[config.mk]
export PLATFORM = sky130hd
export DESIGN_NAME = traj_point_streamer_flat
export DESIGN_NICKNAME = d
export VERILOG_FILES = /design/src/rtl/traj_point_streamer_if.sv /design/src/rtl/traj_point_streamer.sv /design/src/flat_wrapper.sv
export SDC_FILE = /design/constraint.sdc
export NUM_CORES = 1
export LEC_CHECK = 0
export ABC_CLOCK_PERIOD_IN_PS = 2750
export BUFFER_PORTS_ARGS = -buffer_cell sky130_fd_sc_hd__buf_4
export CAP_MARGIN = 20
export CORE_MARGIN = 2
export CORE_UTILIZATION = 57
export CTS_CLUSTER_DIAMETER = 120
export DETAILED_ROUTE_END_ITERATION = 8
export GPL_ROUTABILITY_DRIVEN = 0
export GPL_TIMING_DRIVEN = 0
export PLACE_DENSITY = 0.86
export SLEW_MARGIN = 25
export SYNTH_ARGS = -nofsm -noshare
export SYNTH_HDL_FRONTEND = slang
export SYNTH_SLANG_ARGS = --single-unit
[constraint.sdc]
create_clock -name clk -period 2.75 [get_ports clk]
set_clock_uncertainty 0.1 [all_clocks]
set_input_delay 0.275 -clock clk [delete_from_list [all_inputs] [get_ports clk]]
set_output_delay 0.275 -clock clk [all_outputs]
set_load 0.05 [all_outputs]
[src/rtl/traj_point_streamer_if.sv]
// rtl/traj_point_streamer_if.sv - point/byte handshake bundle for traj_point_streamer
//
// Purpose: carries the point input channel from the trajectory core and the
// byte output channel to the host.
// Signals:
//   pt_valid, pt_x[7:0], pt_y[7:0], pt_last  core -> streamer sample
//   pt_ready                                 streamer -> core, FIFO not full
//   byte_out[7:0], byte_valid                streamer -> host serialized byte
//   byte_ack                                 host -> streamer, byte accepted
// Modports: slave = streamer side, master = core/host side.
interface traj_point_streamer_if;
  logic       pt_valid;
  logic [7:0] pt_x;
  logic [7:0] pt_y;
  logic       pt_last;
  logic       pt_ready;
  logic [7:0] byte_out;
  logic       byte_valid;
  logic       byte_ack;

  modport slave (
    input  pt_valid, pt_x, pt_y, pt_last, byte_ack,
    output pt_ready, byte_out, byte_valid
  );

  modport master (
    output pt_valid, pt_x, pt_y, pt_last, byte_ack,
    input  pt_ready, byte_out, byte_valid
  );
endinterface

[src/rtl/traj_point_streamer.sv]
// rtl/traj_point_streamer.sv - buffers (x, y) samples and serializes them as bytes
//
// Purpose: a DEPTH-entry FIFO of {last, y, x} samples drained by a small FSM
// that emits x then y per sample on an 8-bit valid/ack port. Completed frames
// (pt_last samples) are counted in frame_cnt.
// Optional feature: define TRAJ_STREAMER_CHECKSUM_EN to append an XOR checksum
// byte of all x/y bytes of the frame after the last sample's y byte.
// Ports:
//   clk         rising-edge clock
//   rst         synchronous active-high reset
//   bus         traj_point_streamer_if.slave (point input, byte output)
//   frame_cnt   completed frame count, wraps 255 -> 0
//   fifo_level  current FIFO occupancy, 0..DEPTH
module traj_point_streamer #(
  parameter int DEPTH   = 4,
  parameter int COORD_W = 8
) (
  input  logic                      clk,
  input  logic                      rst,
  traj_point_streamer_if.slave      bus,
  output logic [7:0]                frame_cnt,
  output logic [$clog2(DEPTH):0]    fifo_level
);

  localparam int PW = $clog2(DEPTH);
  localparam int LW = PW + 1;
  localparam int EW = 2 * COORD_W + 1;

`ifdef TRAJ_STREAMER_CHECKSUM_EN
  typedef enum logic [1:0] {IDLE, SEND_X, SEND_Y, SEND_CK} state_e;
`else
  typedef enum logic [1:0] {IDLE, SEND_X, SEND_Y} state_e;
`endif

  state_e state_q, state_d;

  logic [EW-1:0]      mem_q [DEPTH];
  logic [PW-1:0]      wr_ptr_q, rd_ptr_q;
  logic [LW-1:0]      level_q, level_d;
  logic [7:0]         frame_cnt_q;
  logic               frame_inc;
  logic               push, pop, xfer, valid_int;
  logic [EW-1:0]      head;
  logic [COORD_W-1:0] head_x, head_y;
  logic               head_last;
  logic [7:0]         byte_out_d;

`ifdef TRAJ_STREAMER_CHECKSUM_EN
  logic [7:0]         ck_q, ck_d;
`endif

  // FIFO bookkeeping. pt_ready comes only from the registered level, so a
  // pop from a full FIFO frees the slot for the following cycle.
  assign bus.pt_ready = (level_q != LW'(DEPTH));
  assign push         = bus.pt_valid && bus.pt_ready;

  assign head      = mem_q[rd_ptr_q];
  assign head_x    = head[COORD_W-1:0];
  assign head_y    = head[2*COORD_W-1:COORD_W];
  assign head_last = head[EW-1];

  assign valid_int      = (state_q != IDLE);
  assign xfer           = valid_int && bus.byte_ack;
  // A sample leaves the FIFO once its y byte has been accepted.
  assign pop            = (state_q == SEND_Y) && xfer;

  assign bus.byte_valid = valid_int;
  assign bus.byte_out   = byte_out_d;
  assign frame_cnt      = frame_cnt_q;
  assign fifo_level     = level_q;

  always_comb begin
    level_d = level_q;
    if (push && !pop) begin
      level_d = level_q + LW'(1);
    end else if (!push && pop) begin
      level_d = level_q - LW'(1);
    end
  end

  // Sample storage has no reset: stale entries are never read because the
  // pointers and level are cleared.
  always_ff @(posedge clk) begin
    if (push) begin
      mem_q[wr_ptr_q] <= {bus.pt_last, bus.pt_y, bus.pt_x};
    end
  end

  // Next-state, byte mux and checksum update.
  always_comb begin
    state_d    = state_q;
    byte_out_d = 8'h00;
    frame_inc  = 1'b0;
`ifdef TRAJ_STREAMER_CHECKSUM_EN
    ck_d       = ck_q;
`endif
    case (state_q)
      IDLE: begin
        if (level_q != '0) begin
          state_d = SEND_X;
        end
      end
      SEND_X: begin
        byte_out_d = head_x;
        if (xfer) begin
`ifdef TRAJ_STREAMER_CHECKSUM_EN
          ck_d = ck_q ^ head_x;
`endif
          state_d = SEND_Y;
        end
      end
      SEND_Y: begin
        byte_out_d = head_y;
        if (xfer) begin
`ifdef TRAJ_STREAMER_CHECKSUM_EN
          ck_d = ck_q ^ head_y;
          if (head_last) begin
            state_d = SEND_CK;
          end else if (level_d != '0) begin
            state_d = SEND_X;
          end else begin
            state_d = IDLE;
          end
`else
          frame_inc = head_last;
          // level_d already includes this pop and any same-cycle push, so a
          // sample arriving now is sent without a bubble.
          if (level_d != '0) begin
            state_d = SEND_X;
          end else begin
            state_d = IDLE;
          end
`endif
        end
      end
`ifdef TRAJ_STREAMER_CHECKSUM_EN
      SEND_CK: begin
        byte_out_d = ck_q;
        if (xfer) begin
          ck_d      = 8'h00;
          frame_inc = 1'b1;
          if (level_q != '0) begin
            state_d = SEND_X;
          end else begin
            state_d = IDLE;
          end
        end
      end
`endif
      default: begin
        state_d = IDLE;
      end
    endcase
  end

  always_ff @(posedge clk) begin
    if (rst) begin
      state_q     <= IDLE;
      wr_ptr_q    <= '0;
      rd_ptr_q    <= '0;
      level_q     <= '0;
      frame_cnt_q <= 8'h00;
`ifdef TRAJ_STREAMER_CHECKSUM_EN
      ck_q        <= 8'h00;
`endif
    end else begin
      state_q <= state_d;
      level_q <= level_d;
      // Pointers are exactly PW bits wide, so they wrap modulo DEPTH.
      if (push) begin
        wr_ptr_q <= wr_ptr_q + PW'(1);
      end
      if (pop) begin
        rd_ptr_q <= rd_ptr_q + PW'(1);
      end
      if (frame_inc) begin
        frame_cnt_q <= frame_cnt_q + 8'd1;
      end
`ifdef TRAJ_STREAMER_CHECKSUM_EN
      ck_q <= ck_d;
`endif
    end
  end

endmodule

[src/flat_wrapper.sv]
// flat-port wrapper written by rule: the top's interface ports become plain ports
module traj_point_streamer_flat 
#(
  parameter int DEPTH   = 4,
  parameter int COORD_W = 8
)
  (clk, rst, frame_cnt, fifo_level, bus_pt_valid, bus_pt_x, bus_pt_y, bus_pt_last, bus_byte_ack, bus_pt_ready, bus_byte_out, bus_byte_valid);
  traj_point_streamer_if bus_i ();
  input  logic clk;
  input  logic rst;
  output logic [7:0] frame_cnt;
  output logic [$clog2(DEPTH):0] fifo_level;
  input wire logic [$bits(bus_i.pt_valid)-1:0] bus_pt_valid;
  input wire logic [$bits(bus_i.pt_x)-1:0] bus_pt_x;
  input wire logic [$bits(bus_i.pt_y)-1:0] bus_pt_y;
  input wire logic [$bits(bus_i.pt_last)-1:0] bus_pt_last;
  input wire logic [$bits(bus_i.byte_ack)-1:0] bus_byte_ack;
  output wire logic [$bits(bus_i.pt_ready)-1:0] bus_pt_ready;
  output wire logic [$bits(bus_i.byte_out)-1:0] bus_byte_out;
  output wire logic [$bits(bus_i.byte_valid)-1:0] bus_byte_valid;
  assign bus_i.pt_valid = bus_pt_valid;
  assign bus_i.pt_x = bus_pt_x;
  assign bus_i.pt_y = bus_pt_y;
  assign bus_i.pt_last = bus_pt_last;
  assign bus_i.byte_ack = bus_byte_ack;
  assign bus_pt_ready = bus_i.pt_ready;
  assign bus_byte_out = bus_i.byte_out;
  assign bus_byte_valid = bus_i.byte_valid;
  traj_point_streamer #(.DEPTH(DEPTH), .COORD_W(COORD_W)) u_core (.clk(clk), .rst(rst), .bus(bus_i), .frame_cnt(frame_cnt), .fifo_level(fifo_level));
endmodule
==> out/results.tsv, run 1 <==
stage	metric	value	unit
final_layout	diodes	0	
timing	tns	0	ns
floorplan	fp.dieH	83.57	µm
power_and_ir_drop	worst_ir_drop_vdd	0.4803	mV
clock_network	post_cts_buffers	0	
yosys	synth_warnings	0	
clock_network	cts_buffer_depth	2	
placement	portBuffers	40	
clock_network	clockRootBuffer	clkbuf_8	
timing	fin_crit_sh	89.37	%
drt	drt-total-wl	6.468	mm
drt	dr.pass1.iters	4	
timing	max_clock_freq	406.9	MHz
clock_network	cts.clk_slew.worst_paths	0.09	ns
worst_setup_path	cpPeakStageDelay	0.62	ns
grt	antenna_found_initial	0	
power_and_ir_drop	power_leakage	1.523	nW
timing	timing.final.ws_setup	0.2924	ns
worst_setup_path	crit_path_max_fanout	17	
worst_setup_path	cp-end-kind	primary output	
worst_setup_path	cpMaxStageDelayCell	mux4_1	
timing	finalCriticalPeriod	2.458	ns
final_layout	layout.cells.non_filler	356	
drt	vias	2012	
drt	ant_nets	0	
floorplan	die_w	83.57	µm
yosys	syn_avg_cell_area	16.25	µm²
grt	grt_util_all_layers	19.89	%
placement	post-dp-hpwl	4.207	mm
grt	overflow	0	
grt	grt_max_degree	18	
clock_network	h-tree-depth	3	
final_layout	fin_nets	310	
clock_network	cts_tree	built	
floorplan	ios	42	
floorplan	core-area	6026	µm²
worst_setup_path	cp_cell_sequence	buf_6, mux4_1, a22oi_1, nor2b_1, buf_4	
grt	grt_pass1_wl	10.37	mm
clock_network	cts_sinks	87	
timing	slew_violations	0	
power_and_ir_drop	p_per_area	720.3	nW/µm²
power_and_ir_drop	p_total	0.003054	W
floorplan	start_util	59.88	%
clock_network	insertion_delay	0.35	ns
timing	rsz0062_at_grt	no	
clock_network	cts_buffers	9	
drt	wl_per_cell	18.17	µm
min_path	holdCritPathClass	input port to flop	
yosys	syn_area	3608	µm²
yosys	synth_cells	222	
floorplan	fp.dieArea	6983	µm²
final_layout	mostFrequentLayoutCell	edfxtp_1	
drt	drt_iter0_markers	216	
timing	worst_pin_slew	0.9152	ns
worst_setup_path	arrival	2.08	ns
run_status	status	complete, no violations	
placement	dp_cells	337	
final_layout	final_core_util	70.37	%
grt	grt_pass1_vias	2101	
run	maxCapViolCount	0	
yosys	yosysUniqueCellTypes	34	
worst_setup_path	crit_required	2.38	ns
drt	viasPerCell	5.652	
timing	hold_violations	0	
yosys	synth.net_count	256	
final_layout	drive_gt1_share	28.47	%
final_layout	area_growth	17.51	%
drt	drc	0	
yosys	yosys_register_bits	87	
placement	pre_cts_ws	0.3322	ns
floorplan	rows	28	
timing	slew_headroom	38.99	%
worst_setup_path	critPathKind	flop to primary output	
yosys	synth_seq_area_share	67.13	%
worst_setup_path	start_kind	flop	
timing	finalSetupViolCount	0	
final_layout	mostFrequentLayoutCells	edfxtp_1, buf_4, dfxtp_1	
-- area by class of cell --
type	count	area (µm²)
multi-input combinational	118	1102
fill	393	1785
tap	75	93.84
sequential	87	2422
buffer	9	53.80
timing repair buffer	44	340.3
inverter	7	26.28
clock inverter	7	77.57
clock buffer	9	123.9
-- state kept, by name, summed over array words and instances (netlist names), named ones only --
signal,cells
u_core.rd_ptr_q,2
u_core.state_q,2
u_core.fifo_level,3
u_core.wr_ptr_q,2
u_core.mem_q,68
u_core.frame_cnt,8
-- through the flow --
step / cell area, µm² / hold WS [ns]
floorplan: 3608 / 0.2739
global placement: 4003 / 0.3742
detailed placement: 4003 / 0.3797
CTS: 4234 / 0.001394
global route: 4240 / 0.0001661
finish: 4240 / 0.01155
-- synthesized netlist by cell type --
| cell | n | share of area [%] |
|---|---|---|
| a21bo_2 | 1 | 0.28 |
| nand3_1 | 5 | 0.69 |
| a22oi_1 | 9 | 1.9 |
| buf_1 | 2 | 0.21 |
| buf_6 | 2 | 0.62 |
| inv_1 | 7 | 0.73 |
| nor2b_1 | 8 | 1.4 |
| edfxtp_1 | 68 | 57 |
| nand2_1 | 9 | 0.94 |
| and2_1 | 5 | 0.87 |
| xnor2_1 | 5 | 1.2 |
| a21boi_2 | 1 | 0.31 |
| mux4_2 | 15 | 9.4 |
| nor3_1 | 2 | 0.28 |
| mux4_1 | 2 | 1.5 |
| o41ai_1 | 1 | 0.24 |
| clkbuf_2 | 1 | 0.14 |
| xor2_1 | 6 | 1.5 |
| a21oi_1 | 4 | 0.55 |
| mux2i_1 | 2 | 0.55 |
| nor2_1 | 17 | 1.8 |
| a311oi_1 | 1 | 0.24 |
| clkbuf_1 | 2 | 0.21 |
| and3b_1 | 1 | 0.24 |
| dfxtp_1 | 19 | 11 |
| o21ba_2 | 1 | 0.28 |
| a31oi_1 | 1 | 0.17 |
| and3_1 | 2 | 0.35 |
| nor3b_2 | 1 | 0.35 |
| buf_2 | 3 | 0.42 |
| ha_1 | 13 | 4.5 |
| nand3b_1 | 2 | 0.42 |
| nand4_1 | 2 | 0.35 |
| a211oi_1 | 2 | 0.42 |
-- power breakdown --
part / internal [W] / switching [W] / leakage [nW]
clock: 0.000429 / 0.000468 / 0.102
sequential: 0.00150 / 0.0000395 / 0.779
combinational: 0.000237 / 0.000382 / 0.642
total: 0.00217 / 0.000889 / 1.52
-- critical path: cells and delay by family (launching register included) --
family                 cells  cell delay (ns)
muxes                      1             0.62
buffers and inverters      2             0.44
DFF                        1             0.36
AOI/OAI and AO/OA          1             0.21
and+or+nand+nor            1             0.08
-- per-layer routing --
metal | GRT usage, % | vias up | part of all wire, %
met5 | 0 | - | 0
met4 | 10.85 | 0 | 1.9
met3 | 4.154 | 10 | 4.5
met2 | 33.09 | 54 | 52
met1 | 24.40 | 999 | 42
li1 | - | 949 | -
-- path summary, 6_finish.rpt --
| kind | startpoint | endpoint | slack, ns | depth (start not counted) |
|---|---|---|---|---|
| worst min register to register | u_core.rd_ptr_q[1]$_SDFFE_PP0P_ | u_core.rd_ptr_q[1]$_SDFFE_PP0P_ | 0.43 | 2 |
| worst max-delay path | flop | bus_byte_out[4] | 0.29 | 5 |
| worst min-delay path | bus_pt_x[3] | u_core.mem_q[0][3]$_DFFE_PP_ | 0.01 | 1 |
| worst max register to register | u_core.fifo_level[0]$_SDFF_PP0_ | u_core.mem_q[2][16]$_DFFE_PP_ | 0.34 | 4 |
-- what timing repair did --
item | CTS | global route
endpoints found under the setup margin | 0 | 4
resized for setup | 0 | 1
hold buffers | 3 | 1
hold endpoints to repair | 12 | 4
-- cell families after synthesis --
logic type / after synthesis / synth area share, %
flops: 87 / 67.13
simple gates: 54 / 7.628
compound gates: 21 / 4.369
mux: 19 / 11.37
buf+inv: 17 / 2.323
fa+ha+maj: 13 / 4.508
xor+xnor: 11 / 2.670
No activity file was read; power rests on OpenSTA's default activity.
==> run 2: changes to the inputs <==
--- a/config.mk
+++ b/config.mk
@@ -5,16 +5,17 @@
 export SDC_FILE = /design/constraint.sdc
 export NUM_CORES = 1
 export LEC_CHECK = 0
+export ABC_AREA = 1
 export ABC_CLOCK_PERIOD_IN_PS = 2750
 export BUFFER_PORTS_ARGS = -buffer_cell sky130_fd_sc_hd__buf_4
 export CAP_MARGIN = 20
 export CORE_MARGIN = 2
-export CORE_UTILIZATION = 57
+export CORE_UTILIZATION = 58
 export CTS_CLUSTER_DIAMETER = 120
 export DETAILED_ROUTE_END_ITERATION = 8
 export GPL_ROUTABILITY_DRIVEN = 0
 export GPL_TIMING_DRIVEN = 0
-export PLACE_DENSITY = 0.86
+export PLACE_DENSITY = 0.87
 export SLEW_MARGIN = 25
 export SYNTH_ARGS = -nofsm -noshare
 export SYNTH_HDL_FRONTEND = slang
==> out/results.tsv, run 2 <==
stage	metric	value	unit
timing	finalCriticalPeriod	2.609	ns
clock_network	insertion_delay	0.36	ns
timing	worst_pin_slew	0.5659	ns
yosys	syn_avg_cell_area	11.07	µm²
worst_setup_path	reg2reg_slack	0.66	ns
final_layout	layout.cells.non_filler	477	
drt	ant_nets	0	
yosys	syn_area	3685	µm²
grt	overflow	0	
worst_setup_path	critical_path_buf_inv_count	3	
drt	wl_per_cell	16.06	µm
clock_network	clockRootBuffer	clkbuf_8	
timing	hold_violations	0	
grt	grt_max_degree	16	
yosys	synth_adder_area_share	4.414	%
timing	tns	0	ns
yosys	yosys-top-cells-count	edfxtp_1, nor2_1, o21ai_0	
final_layout	fin_nets	429	
yosys	async_flop_share	0	%
power_and_ir_drop	worst_ir_drop_vdd	0.4614	mV
min_path	holdCritPathClass	input port to flop	
final_layout	finalInstanceArea	4390	µm²
clock_network	cts_buffers	9	
timing	max_clock_freq	383.4	MHz
placement	post-dp-hpwl	5.179	mm
worst_setup_path	crit_path_max_fanout	10	
yosys	synth.net_count	367	
yosys	synth_top_flop_cell	edfxtp_1	
drt	dr.pass1.iters	6	
yosys	synth_mux_area_share	0	%
clock_network	h-tree-depth	3	
yosys	synth_cells	333	
worst_setup_path	cpMaxStageDelayCell	clkbuf_1	
worst_setup_path	arrival	2.23	ns
final_layout	drive_gt1_share	19.50	%
yosys	synth.most_common_cell	edfxtp_1	
yosys	synth_top_family_by_area	simple AND/OR/NAND/NOR gates	
yosys	synth_largest_area_cell	edfxtp_1	
timing	rsz0062_at_grt	no	
worst_setup_path	critPathKind	flop to primary output	
floorplan	fp.dieArea	7007	µm²
yosys	synth-edff-count	68	
worst_setup_path	start_kind	flop	
run_status	status	complete, no violations	
clock_network	cts_tree	built	
clock_network	cts_buffer_depth	2	
drt	viasPerCell	5.623	
final_layout	largest_register_ffs	68	
timing	hold-worst-slack	0.01165	ns
placement	place_area	4148	µm²
clock_network	cts.clk_slew.worst_paths	0.09	ns
clock_network	cts_sinks	87	
floorplan	start_util	59.04	%
yosys	synth_xor_area_share	0.2377	%
grt	grt_pass1_wl	12.33	mm
timing	slew_headroom	62.28	%
grt	antenna_found_initial	0	
worst_setup_path	crit_required	2.38	ns
final_layout	regMostFlops	u_core.mem_q	
yosys	yosys.area.top_type_share	55.42	%
floorplan	core-area	6241	µm²
floorplan	rows	29	
worst_setup_path	cp-end-kind	primary output	
power_and_ir_drop	p_per_area	732.2	nW/µm²
final_layout	diodes	0	
yosys	synth-compound-area-share	12.39	%
drt	drt_iter0_markers	252	
power_and_ir_drop	power_leakage	1.702	nW
placement	pre_cts_ws	0.5779	ns
final_layout	mostFrequentLayoutCell	edfxtp_1	
clock_network	cts_resized	0	
drt	drt-total-wl	7.663	mm
timing	finalSetupViolCount	0	
placement	dp_cells	454	
placement	portBuffers	40	
timing	fin_crit_sh	94.86	%
yosys	synth-simple-area-share	13.11	%
yosys	yosysUniqueCellTypes	27	
worst_setup_path	critical-path-top-delay-family	buffers and inverters	
grt	grt_util_all_layers	23.26	%
final_layout	mostFrequentLayoutCells	edfxtp_1, nor2_1, o21ai_0	
drt	vias	2682	
floorplan	ios	42	
yosys	synth_warnings	0	
drt	drc	0	
floorplan	die_w	83.71	µm
yosys	synth_seq_area_share	65.74	%
run	maxCapViolCount	0	
timing	timing.final.ws_setup	0.1414	ns
worst_setup_path	cp_cell_sequence	inv_2, clkbuf_1, o21ai_0, o22ai_1, nand2_1, a21oi_1, buf_4	
grt	grt_pass1_vias	2649	
timing	slew_violations	0	
final_layout	n_fill_cell	419	
worst_setup_path	cpPeakStageDelay	0.42	ns
yosys	yosys_register_bits	87	
yosys	synth.area.top_cells	edfxtp_1, dfxtp_1, o21ai_0, nor2_1, ha_1	
final_layout	area_growth	19.15	%
floorplan	fp.dieH	83.71	µm
## run 2: cell count changes after synthesis, sizes merged, moves of 16 or more
cell / before / now
a21oi: 4 / 21
inv: 7 / 25
mux4: 17 / 0
nand2: 9 / 45
nor2: 17 / 53
o21ai: 0 / 44
o22ai: 0 / 16
## run 2: area by class of cell
class | instances | area [µm²] | area share (%)
timing repair buffer | 51 | 426.7 | 9.718
clock inverter | 6 | 45.04 | 1.026
sequential | 87 | 2422 | 55.17
clock buffer | 10 | 127.6 | 2.907
inverter | 25 | 96.34 | 2.194
multi-input combinational | 209 | 1121 | 25.53
buffer | 12 | 55.05 | 1.254
tap | 77 | 96.34 | 2.194
## run 2: path summary, 6_finish.rpt
path / start / endpoint / cells after the start
worst min register to register: u_core.frame_cnt[7]$_SDFFE_PP0P_ / u_core.frame_cnt[7]$_SDFFE_PP0P_ / 2
worst min-delay path: bus_pt_y[3] / u_core.mem_q[1][11]$_DFFE_PP_ / 1
worst max-delay path: flop / bus_byte_out[7] / 7
worst max register to register: u_core.fifo_level[0]$_SDFF_PP0_ / u_core.mem_q[1][10]$_DFFE_PP_ / 6
## run 2: layer usage
metal	up-vias	part of all wire, %	track usage (%)
li1	1284	-	-
met1	1269	41	30.18
met2	114	49	36.07
met3	15	7.2	4.550
met4	0	2.6	14.66
met5	-	0	0
## run 2: metrics by stage
stage / power [W] / util, %
detailed placement: 0.002439 / 66.46
global route: 0.003369 / 70.35
finish: 0.003215 / 70.35
floorplan: 0.002165 / -
CTS: 0.003208 / 69.39
global placement: 0.002392 / 65.40
## run 2: what timing repair did
item | 4_1_cts | 5_1_grt
setup endpoints to repair | 0 | 0
hold buffers | 1 | 6
buffers inserted | 0 | 0
hold endpoints to repair | 4 | 18
## run 2: kinds of logic (layout without fill, tap and decap cells)
| kind of cell | after synthesis | after routing |
|---|---|---|
| AND/OR/NAND/NOR | 110 | 110 |
| flip-flops | 87 | 87 |
| AO/OA/AOI/OAI | 85 | 85 |
| buffers and inverters | 37 | 104 |
| adder cells (fa/ha/maj) | 13 | 13 |
| XOR/XNOR | 1 | 1 |
## run 2: where the power goes
part           internal (W)  switching [W]
Sequential          0.00150      0.0000414
Combinational      0.000264       0.000616
Clock              0.000333       0.000456
